## config.mk

```make
export PLATFORM = sky130hd
export DESIGN_NAME = uart_tx_scheduler
export DESIGN_NICKNAME = d
export VERILOG_FILES = /design/src/rtl/uart_pkg.sv /design/src/rtl/uart_rr_arbiter.sv /design/src/rtl/uart_tx_scheduler.sv
export SDC_FILE = /design/constraint.sdc
export NUM_CORES = 1
export LEC_CHECK = 0
export BUFFER_PORTS_ARGS = -buffer_cell sky130_fd_sc_hd__buf_2
export CORE_MARGIN = 2
export CORE_UTILIZATION = 50
export CTS_CLUSTER_DIAMETER = 60
export DETAILED_ROUTE_END_ITERATION = 16
export GPL_TIMING_DRIVEN = 0
export MAX_ROUTING_LAYER = met4
export PLACE_DENSITY = 0.8
export SYNTH_ARGS = -nofsm -noshare
export SYNTH_HDL_FRONTEND = slang
export SYNTH_HIERARCHICAL = 1
export SYNTH_SLANG_ARGS = --single-unit
```

## constraint.sdc

```tcl
create_clock -name clk -period 3.81 [get_ports clk]
set_clock_uncertainty 0.05 [all_clocks]
set_input_delay 0.762 -clock clk [delete_from_list [all_inputs] [get_ports clk]]
set_output_delay 0.762 -clock clk [all_outputs]
set_load 0.02 [all_outputs]
```

## src/rtl/uart_pkg.sv

```systemverilog
// Shared UART-side types and widths for the transmit scheduler and its arbiter.
package uart_pkg;

    localparam int unsigned UART_BYTE_W = 8;
    localparam int unsigned FRAME_CNT_W = 16;

    typedef enum logic [1:0] {
        ST_ARB    = 2'd0,
        ST_LAUNCH = 2'd1,
        ST_WAIT   = 2'd2,
        ST_GAP    = 2'd3
    } sched_state_e;

    // Round-robin successor of idx within a ring of n entries.
    function automatic int unsigned rr_next(input int unsigned idx, input int unsigned n);
        return ((idx + 32'd1) >= n) ? 32'd0 : (idx + 32'd1);
    endfunction

endpackage

```

## src/rtl/uart_rr_arbiter.sv

```systemverilog
// Combinational round-robin pick: first asserted req at or after ptr, wrapping modulo N.
module uart_rr_arbiter #(
    parameter int unsigned N = 4
) (
    input  logic [N-1:0]         req,
    input  logic [$clog2(N)-1:0] ptr,
    output logic [N-1:0]         grant,
    output logic [$clog2(N)-1:0] idx,
    output logic                 any
);

    localparam int unsigned IDX_W = $clog2(N);

    int unsigned      sum_s;
    logic [IDX_W-1:0] pos_s;
    logic             hit_s;

    // Walk the ring starting at ptr; the first requester found wins.
    always_comb begin
        grant = {N{1'b0}};
        idx   = {IDX_W{1'b0}};
        any   = 1'b0;
        sum_s = 32'd0;
        pos_s = {IDX_W{1'b0}};
        hit_s = 1'b0;
        for (int unsigned k = 0; k < N; k++) begin
            sum_s        = 32'(ptr) + k;
            pos_s        = (sum_s >= N) ? IDX_W'(sum_s - N) : IDX_W'(sum_s);
            hit_s        = req[pos_s] && !any;
            grant[pos_s] = hit_s;
            idx          = hit_s ? pos_s : idx;
            any          = any | req[pos_s];
        end
    end

endmodule

```

## src/rtl/uart_tx_scheduler.sv

```systemverilog
// Round-robin scheduler sharing one UART_TX between NUM_REQ byte requesters.
// Optional build macro UART_SCHED_TIMEOUT_EN adds a WAIT timeout and the sticky_timeout output.
module uart_tx_scheduler
    import uart_pkg::*;
#(
    parameter int unsigned NUM_REQ        = 4,
    parameter int unsigned GAP_CYCLES     = 2,
    parameter int unsigned TIMEOUT_CYCLES = 64
) (
    input  logic                             clk,
    input  logic                             rst,
    input  logic                             tx_en,
    input  logic [NUM_REQ-1:0]               req_valid,
    input  logic [UART_BYTE_W*NUM_REQ-1:0]   req_data,
    output logic [NUM_REQ-1:0]               req_ready,
    output logic [NUM_REQ-1:0]               req_done,
    output logic                             done_err,
    output logic                             tx_start,
    output logic [UART_BYTE_W-1:0]           tx_data,
    input  logic                             tx_done,
    output logic [$clog2(NUM_REQ)-1:0]       grant_id,
    output logic                             busy,
    output logic [FRAME_CNT_W-1:0]           frame_cnt
`ifdef UART_SCHED_TIMEOUT_EN
    ,
    output logic                             sticky_timeout
`endif
);

    localparam int unsigned IDX_W = $clog2(NUM_REQ);
    localparam int unsigned GAP_W = (GAP_CYCLES > 32'd1) ? $clog2(GAP_CYCLES) : 1;
    localparam logic [GAP_W-1:0] GAP_LAST = GAP_W'((GAP_CYCLES > 32'd0) ? (GAP_CYCLES - 32'd1) : 32'd0);

    sched_state_e             state_r;
    sched_state_e             state_nxt_s;
    logic [IDX_W-1:0]         rr_ptr_r;
    logic [IDX_W-1:0]         owner_r;
    logic [UART_BYTE_W-1:0]   hold_byte_r;
    logic [GAP_W-1:0]         gap_cnt_r;
    logic [FRAME_CNT_W-1:0]   frame_cnt_r;
    logic                     tx_start_r;
    logic [NUM_REQ-1:0]       req_done_r;
    logic                     done_err_r;
    logic                     busy_r;

    logic [NUM_REQ-1:0]       arb_grant_s;
    logic [IDX_W-1:0]         arb_idx_s;
    logic                     arb_any_s;
    logic [UART_BYTE_W-1:0]   win_byte_s;
    logic [NUM_REQ-1:0]       owner_oh_s;
    logic [NUM_REQ-1:0]       req_ready_s;
    logic                     grant_s;
    logic                     done_ok_s;
    logic                     abort_s;
    logic                     gap_end_s;
    logic                     timeout_hit_s;

    uart_rr_arbiter #(
        .N (NUM_REQ)
    ) u_arb (
        .req   (req_valid),
        .ptr   (rr_ptr_r),
        .grant (arb_grant_s),
        .idx   (arb_idx_s),
        .any   (arb_any_s)
    );

`ifdef UART_SCHED_TIMEOUT_EN
    localparam int unsigned TO_W = $clog2(TIMEOUT_CYCLES + 32'd1);

    logic [TO_W-1:0] wait_cnt_r;
    logic            sticky_timeout_r;

    // WAIT-state cycle counter and sticky timeout flag; only rst clears the flag.
    always_ff @(posedge clk) begin
        if (rst) begin
            wait_cnt_r       <= {TO_W{1'b0}};
            sticky_timeout_r <= 1'b0;
        end else begin
            wait_cnt_r       <= (state_r == ST_WAIT) ? (wait_cnt_r + {{(TO_W-1){1'b0}}, 1'b1}) : {TO_W{1'b0}};
            sticky_timeout_r <= sticky_timeout_r | (abort_s & timeout_hit_s & tx_en);
        end
    end

    assign timeout_hit_s  = (wait_cnt_r == TO_W'(TIMEOUT_CYCLES));
    assign sticky_timeout = sticky_timeout_r;
`else
    assign timeout_hit_s = 1'b0;
`endif

    // Byte of the arbitration winner, selected by the one-hot grant.
    always_comb begin
        win_byte_s = {UART_BYTE_W{1'b0}};
        for (int unsigned i = 0; i < NUM_REQ; i++) begin
            win_byte_s = win_byte_s | ({UART_BYTE_W{arb_grant_s[i]}} & req_data[i*UART_BYTE_W +: UART_BYTE_W]);
        end
    end

    // One-hot view of the current owner for the completion pulse.
    always_comb begin
        owner_oh_s          = {NUM_REQ{1'b0}};
        owner_oh_s[owner_r] = 1'b1;
    end

    // State register.
    always_ff @(posedge clk) begin
        if (rst) begin
            state_r <= ST_ARB;
        end else begin
            state_r <= state_nxt_s;
        end
    end

    // Per-state event decode; tx_done beats a simultaneous tx_en drop.
    always_comb begin
        grant_s     = 1'b0;
        done_ok_s   = 1'b0;
        abort_s     = 1'b0;
        gap_end_s   = 1'b0;
        req_ready_s = {NUM_REQ{1'b0}};
        case (state_r)
            ST_ARB: begin
                grant_s     = !rst && tx_en && arb_any_s;
                req_ready_s = grant_s ? arb_grant_s : {NUM_REQ{1'b0}};
            end
            ST_WAIT: begin
                done_ok_s = tx_done;
                abort_s   = !tx_done && (!tx_en || timeout_hit_s);
            end
            ST_GAP: begin
                gap_end_s = (GAP_CYCLES == 32'd0) || (gap_cnt_r == GAP_LAST);
            end
            default: begin
                grant_s = 1'b0;
            end
        endcase
    end

    // Next-state logic.
    always_comb begin
        state_nxt_s = state_r;
        case (state_r)
            ST_ARB: begin
                state_nxt_s = grant_s ? ST_LAUNCH : ST_ARB;
            end
            ST_LAUNCH: begin
                state_nxt_s = ST_WAIT;
            end
            ST_WAIT: begin
                if (done_ok_s) begin
                    state_nxt_s = (GAP_CYCLES == 32'd0) ? ST_ARB : ST_GAP;
                end else if (abort_s) begin
                    state_nxt_s = ST_GAP;
                end else begin
                    state_nxt_s = ST_WAIT;
                end
            end
            ST_GAP: begin
                state_nxt_s = gap_end_s ? ST_ARB : ST_GAP;
            end
            default: begin
                state_nxt_s = ST_ARB;
            end
        endcase
    end

    // Holding register, pointers, counters and registered output pulses.
    always_ff @(posedge clk) begin
        if (rst) begin
            rr_ptr_r    <= {IDX_W{1'b0}};
            owner_r     <= {IDX_W{1'b0}};
            hold_byte_r <= {UART_BYTE_W{1'b0}};
            gap_cnt_r   <= {GAP_W{1'b0}};
            frame_cnt_r <= {FRAME_CNT_W{1'b0}};
            tx_start_r  <= 1'b0;
            req_done_r  <= {NUM_REQ{1'b0}};
            done_err_r  <= 1'b0;
            busy_r      <= 1'b0;
        end else begin
            if (grant_s) begin
                hold_byte_r <= win_byte_s;
                owner_r     <= arb_idx_s;
                rr_ptr_r    <= IDX_W'(rr_next(32'(arb_idx_s), NUM_REQ));
            end
            gap_cnt_r   <= (state_r == ST_GAP) ? (gap_cnt_r + {{(GAP_W-1){1'b0}}, 1'b1}) : {GAP_W{1'b0}};
            frame_cnt_r <= done_ok_s ? (frame_cnt_r + {{(FRAME_CNT_W-1){1'b0}}, 1'b1}) : frame_cnt_r;
            tx_start_r  <= grant_s;
            req_done_r  <= (done_ok_s || abort_s) ? owner_oh_s : {NUM_REQ{1'b0}};
            done_err_r  <= abort_s;
            busy_r      <= (state_nxt_s != ST_ARB);
        end
    end

    assign req_ready = req_ready_s;
    assign req_done  = req_done_r;
    assign done_err  = done_err_r;
    assign tx_start  = tx_start_r;
    assign tx_data   = hold_byte_r;
    assign grant_id  = owner_r;
    assign busy      = busy_r;
    assign frame_cnt = frame_cnt_r;

endmodule
```

==> results by group, run 1 <==
Outcome
  – Status: completed

Floorplan
  – FP Rows: 23
  – Die X: 69.9 um
  – Ports: 77
  – Core Region: 4090 um2
  – Die area: 4880 um2
  – Initial Utilization: 53.1%
  – Die Ht: 69.9 um

Clock network
  – Total CTS buffers: 5
  – Maximum clock path buffer count: 2
  – Clock slew at reported path FFs: 80 ps
  – Clock Latency Late Sink: 280 ps
  – CTS Root Cell: clkbuf_8
  – Clock sink count: 38
  – CTS tree: built
  – CTS Hold Bufs: 0
  – H-tree depth: 2

STA
  – Final setup viols: 0
  – Post-route minimum period: 3610 ps
  – Max_slew headroom: 68.1%
  – RSZ-0062 raised after global routing: no
  – Tcrit/Tclk final: 94.6%
  – Endpoints failing hold: 0
  – Final setup margin: 204 ps
  – TNS Setup: 0 ps
  – Worst-Margin Slew: 479 ps
  – FMAX: 277 MHz
  – Slew Viols, Final: 0

Route
  – DR WL/cell: 13.3 um
  – Vias per cell: 5.55
  – DR vias: 2087
  – Drt first pass iters: 4
  – Routed WL: 5010 um
  – ANT nets after route: 0
  – DRC viols: 0
  – Drt first-iter violations: 133

Setup path
  – CP endpoint: req_ready[1]
  – R2R Path End: tx_data[1]$_SDFFE_PP0P_
  – Worst Setup End Kind: output port
  – Worst R2R Start: rr_ptr_r[0]$_SDFFE_PP0P_
  – Startpoint types: flip-flop
  – Worst setup path start: rr_ptr_r[0]$_SDFFE_PP0P_
  – Worst path arrival time: 2790 ps
  – Worst reg2reg path depth: 12
  – CP max FO: 10
  – Setup Crit Path Kind: reg2out
  – Required time of the critical path: 3000 ps
  – R2R Setup Slk: 1020 ps

Place
  – Dpl cells: 364
  – Post-DP Area: 2610 um2
  – Post-place setup slack: 227 ps
  – Number of buffers added on ports: 76
  – Detail Placement HPWL: 3880 um
  – GPL Wtd Cong: 0.807

Synth
  – Cells after synthesis: 238
  – Post-synthesis net count: 287
  – Async S/R FF share, synth: 0%
  – Sequential share of the synthesized area: 35.1%
  – Top post-synthesis cells by area: dfxtp_1, ha_1, nor2_1
  – Commonest cells post-synth: dfxtp_1, nor2_1, nand2_1, nand3b_1
  – Cell with the most instances after synthesis: dfxtp_1
  – Count of different cell masters after synthesis: 46
  – FF+latch count, synth: 38
  – Synthesized area per cell: 9.12 um2
  – Cell Area, Synth: 2170 um2
  – Leading register cell type out of synthesis: dfxtp_1
  – Syn. warnings: 6
  – Top cell type's share of synthesized area: 35.1%
  – Post-synth top area cell: dfxtp_1
  – EDFF count, synth: 0

Power and ir drop
  – VDD IR max: 0.000396 V
  – Final Total Pwr: 1.53 mW
  – Pwr/cell area: 551 nW/um2
  – Pleak: 1.25 nW

Global routing
  – Vias in the first global route: 1915
  – Total GRT Usage: 21.3%
  – GR Overflow Total: 0
  – First-pass GRT wire length: 8400 um
  – Largest net degree at the start of global routing: 13
  – Initial antenna violation count: 0

Layout
  – Non-filler cells, final: 376
  – Fraction of layout cells with a size suffix above 1: 33.7%
  – ANT cells: 0
  – Final std cell area, no fill: 2770 um2
  – Area Overhead vs Synth: 27.8%
  – Fin nets: 374

Worst hold path
  – Hold Crit Class: reg2reg
  – Hold Path Origin: gap_cnt_r$_SDFF_PP0_

Run
  – Max-Cap Viols: 0
==> power breakdown <==
part | switching (mW) | internal (mW)
Combinational | 0.381 | 0.344
Clock | 0.136 | 0.195
Sequential | 0.0362 | 0.436
==> worst max-delay path, cell delays in order (launching register included) <==
cell	delay, ps
dfxtp_2	390
buf_6	170
inv_1	140
ha_4	330
mux4_2	370
nor2_1	140
nand2_1	80
and4b_1	200
buf_2	180
buf_2	200
and2_1	160
buf_2	150
==> timing repair <==
item	4_1_cts	5_1_grt
buffers inserted	3	1
setup endpoints to repair	4	4
endpoints found under the hold margin	0	0
resized for setup	4	4
==> worst min path at each step <==
| stage | cells after the start | to | slack, ps |
|---|---|---|---|
| 2_1_floorplan | 1 | state_r[1]$_SDFF_PP0_ | 380 |
| 3_3_place_gp | 1 | state_r[1]$_SDFF_PP0_ | 390 |
| 6_report | 1 | state_r[1]$_SDFF_PP0_ | 410 |
| 3_5_place_dp | 1 | state_r[1]$_SDFF_PP0_ | 410 |
| 5_1_grt | 1 | state_r[1]$_SDFF_PP0_ | 420 |
| 4_1_cts | 1 | state_r[1]$_SDFF_PP0_ | 410 |
==> state kept, by name (all words and copies together) (netlist names) <==
name and cells:
frame_cnt 16, tx_data 8, req_done 4, grant_id 2, rr_ptr_r 2, state_r 2
busy 1, done_err 1, gap_cnt_r 1, tx_start 1
==> placed cells by master, fill, tap and decap left out, types with 3 or more instances in the layout <==
| cell type | n |
|---|---|
| xnor2_1 | 5 |
| nor4_1 | 3 |
| buf_4 | 5 |
| mux2i_1 | 4 |
| a22o_1 | 9 |
| mux2_2 | 3 |
| a221oi_1 | 8 |
| a22oi_1 | 4 |
| nand4_1 | 5 |
| buf_1 | 3 |
| xor2_1 | 4 |
| or3_1 | 4 |
| clkbuf_1 | 3 |
| o21ai_0 | 8 |
| nand3b_1 | 10 |
| buf_2 | 80 |
| and2_1 | 5 |
| nor2_1 | 27 |
| ha_1 | 8 |
| clkbuf_8 | 5 |
| inv_1 | 4 |
| nor2b_1 | 3 |
| nand2_1 | 10 |
| a21o_1 | 5 |
| mux4_2 | 3 |
| a21oi_1 | 8 |
| nand2b_1 | 3 |
| nor3_1 | 4 |
| nand3_1 | 9 |
| a211oi_1 | 8 |
| dfxtp_1 | 36 |
==> per-stage QoR <==
step	hold WS, ps	utilization, %
after floorplan	379	-
after global placement	389	63.9
after detailed placement	406	63.9
after CTS	411	67.3
after global routing	422	67.9
final	409	67.9
==> layout make-up <==
cell class / count / area, um2
multi-input cells: 182 / 1330
well taps: 50 / 62.6
fillers: 347 / 1310
clock buffers: 6 / 72.6
repair buffers: 80 / 410
inverters: 4 / 15.0
plain buffers: 14 / 78.8
flip-flops and latches: 38 / 763
clock inverters: 2 / 37.5
==> metal layers <==
layer	track usage (%)	part of all wire, %	vias to the layer above
met5	-	0	-
met4	7.69	1.5	0
met3	3.32	4.5	7
met2	36.0	49	57
met1	25.7	45	961
li1	-	-	1062
==> logic make-up after synthesis <==
| group | Yosys count | synth area share, % |
|---|---|---|
| XOR/XNOR | 9 | 3.63 |
| adder cells (fa/ha/maj) | 9 | 5.19 |
| buffers and inverters | 18 | 4.09 |
| flip-flops | 38 | 35.1 |
| AO/OA/AOI/OAI | 55 | 18.1 |
| multiplexers | 11 | 7.73 |
| AND/OR/NAND/NOR | 98 | 26.2 |
(Power assumes the default switching activity.)
==> run 2: changes to the inputs <==
==> constraint.sdc (replaced) <==
create_clock -name clk -period 3.81 [get_ports clk]
set_clock_uncertainty 0.05 [all_clocks]
set_input_delay 0.5715 -clock clk [delete_from_list [all_inputs] [get_ports clk]]
set_output_delay 0.5715 -clock clk [all_outputs]
set_load 0.02 [all_outputs]
==> run 2 against run 1 <==
Against the previous run: final area is 1.4% lower; critical endpoint unchanged; largest cell class unchanged; combinational power shrank 5.2%; critical path type unchanged; global-route usage down 0.19 points; routed wire length decreased by 1.3%; core utilization down 0.92 points; total power fell by 2.7%; non-clock buffer count is 3 lower; first-iteration DRC count increased by 7.5%; critical path depth unchanged.
==> results by group, run 2 (synthesized netlist as in run 1, its figures left out) <==
Global routing
  – Grt peak-use layer: met2
  – Vias in the first global route: 1898
  – Initial antenna violation count: 0
  – GR Overflow Total: 0
  – Total GRT Usage: 21.1%
  – First-pass GRT wire length: 8350 um
  – GR Layer Usage met2: 35.6%
  – M1 GR Usage: 25.7%
  – Largest net degree at the start of global routing: 13
  – M3 GR Usage: 3.32%

Clock network
  – Maximum clock path buffer count: 2
  – Clock Latency Late Sink: 280 ps
  – Total CTS buffers: 5
  – H-tree depth: 2
  – Clock slew at reported path FFs: 70 ps
  – CTS Hold Bufs: 0
  – CTS Root Cell: clkbuf_8
  – CTS tree: built
  – Clock sink count: 38

Route
  – DRC viols: 0
  – DR WL/cell: 13.3 um
  – Drt first pass iters: 4
  – Vias per cell: 5.54
  – DR vias: 2068
  – ANT nets after route: 0
  – Drt first-iter violations: 143
  – Routed WL: 4940 um

Setup path
  – Worst reg2reg path depth: 11
  – Most used cell, CP: buf_2
  – Worst path arrival time: 2990 ps
  – CP top delay family: buffers and inverters
  – Worst Setup End Kind: output port
  – R2R Path End: tx_data[6]$_SDFFE_PP0P_
  – Slowest-stage cell, CP: dfxtp_1
  – Setup Crit Path Kind: reg2out
  – R2R Setup Slk: 880 ps
  – Cell Chain, Critical Path: buf_6 > inv_1 > ha_1 > mux4_2 > nor2_1 > nand2_1 > and4b_1 > buf_2 > buf_2 > and2_1 > buf_2
  – CP max FO: 10
  – Delay of the slowest critical-path stage: 440 ps
  – Startpoint types: flip-flop
  – Worst path bufs/invs: 5
  – Required time of the critical path: 3190 ps
  – Worst R2R Start: rr_ptr_r[0]$_SDFFE_PP0P_

Layout
  – ANT cells: 0
  – Fin nets: 371
  – Area Overhead vs Synth: 26.1%
  – Final core utilization: 66.9%
  – Commonest non-fill, non-tap cell in the layout: buf_2
  – Non-filler cells, final: 373
  – FILL cells: 347
  – Max FFs per register: 16
  – Fraction of layout cells with a size suffix above 1: 32.2%
  – Most frequent cells in the layout: buf_2, dfxtp_1, nor2_1

STA
  – RSZ-0062 raised after global routing: no
  – Max_slew headroom: 68.7%
  – Worst-Margin Slew: 470 ps
  – TNS Setup: 0 ps
  – Post-route minimum period: 3610 ps
  – Final setup viols: 0
  – Endpoints failing hold: 0
  – Slew Viols, Final: 0
  – FMAX: 277 MHz
  – Tcrit/Tclk final: 94.7%

Place
  – Dpl cells: 364
  – Detail Placement HPWL: 3880 um
  – GPL Wtd Cong: 0.807
  – Number of buffers added on ports: 76

Worst hold path
  – Hold Path Origin: gap_cnt_r$_SDFF_PP0_
  – Worst hold path endpoint: state_r[1]$_SDFF_PP0_
  – Hold Crit Class: reg2reg
  – WHS Path Cells: 1

Floorplan
  – Die X: 69.9 um
  – FP Rows: 23
  – Ports: 77
  – Die Ht: 69.9 um
  – Core Region: 4090 um2
  – Initial Utilization: 53.1%
  – Die area: 4880 um2

Power and ir drop
  – Pwr/cell area: 544 nW/um2
  – Pleak: 1.24 nW
  – VDD IR max: 0.000384 V

Outcome
  – Status: completed

Run
  – Max-Cap Viols: 0
## run 2: layout make-up
cell class | instances | area (um2) | share of cell area, %
Buffer | 14 | 78.8 | 2.88
Clock inverter | 2 | 37.5 | 1.37
Clock buffer | 6 | 72.6 | 2.65
Tap cell | 50 | 62.6 | 2.29
Sequential cell | 38 | 761 | 27.8
Multi-Input combinational cell | 182 | 1320 | 48.3
Timing Repair Buffer | 77 | 388 | 14.2
Inverter | 4 | 15.0 | 0.549
## run 2: metrics by stage
step | setup slack [ps] | hold slack (ps) | cell area, um2 | power [mW]
finish | 202 | 410 | 2740 | 1.49
CTS | 86.2 | 411 | 2720 | 1.48
detailed placement | 417 | 406 | 2610 | 1.15
global route | 32.5 | 421 | 2740 | 1.59
global placement | 454 | 389 | 2610 | 1.14
floorplan | 811 | 379 | 2170 | 0.990
## run 2: worst register-to-register path: stages (launching register included)
cell	delay [ps]
dfxtp_1	440
buf_6	190
inv_1	120
ha_1	400
mux4_2	430
nor3b_4	280
a21oi_1	100
a22oi_1	160
clkbuf_2	230
a22o_1	170
a221oi_1	50
a211oi_1	230
## run 2: metal layers
layer / vias up / share of wire [%]
met5: - / 0
met1: 948 / 45
met3: 5 / 4.4
met4: 0 / 1.4
li1: 1060 / -
met2: 55 / 49
## run 2: worst max-delay path by stage
| stage | to | from | slack, ps | depth (start not counted) |
|---|---|---|---|---|
| final | req_ready[1] | rr_ptr_r[0]$_SDFFE_PP0P_ | 200 | 11 |
| after global routing | req_ready[1] | rr_ptr_r[0]$_SDFFE_PP0P_ | 30 | 11 |
| after CTS | req_ready[2] | rr_ptr_r[0]$_SDFFE_PP0P_ | 90 | 10 |
| after detailed placement | req_ready[2] | rr_ptr_r[0]$_SDFFE_PP0P_ | 420 | 10 |
| after global placement | req_ready[2] | rr_ptr_r[0]$_SDFFE_PP0P_ | 450 | 10 |
| after floorplan | req_ready[3] | rr_ptr_r[0]$_SDFFE_PP0P_ | 810 | 9 |
## run 2: repair_timing
action                                  CTS  global route
gates resized for setup                   0             6
endpoints found under the hold margin     0             0
endpoints found under the setup margin    0             4
setup buffers                             0             1
## run 2: report_power, final
| group | total, mW | switching [mW] | internal (mW) |
|---|---|---|---|
| registers | 0.471 | 0.0359 | 0.435 |
| logic | 0.686 | 0.373 | 0.314 |
| clock network | 0.331 | 0.136 | 0.195 |
| total | 1.49 | 0.544 | 0.944 |
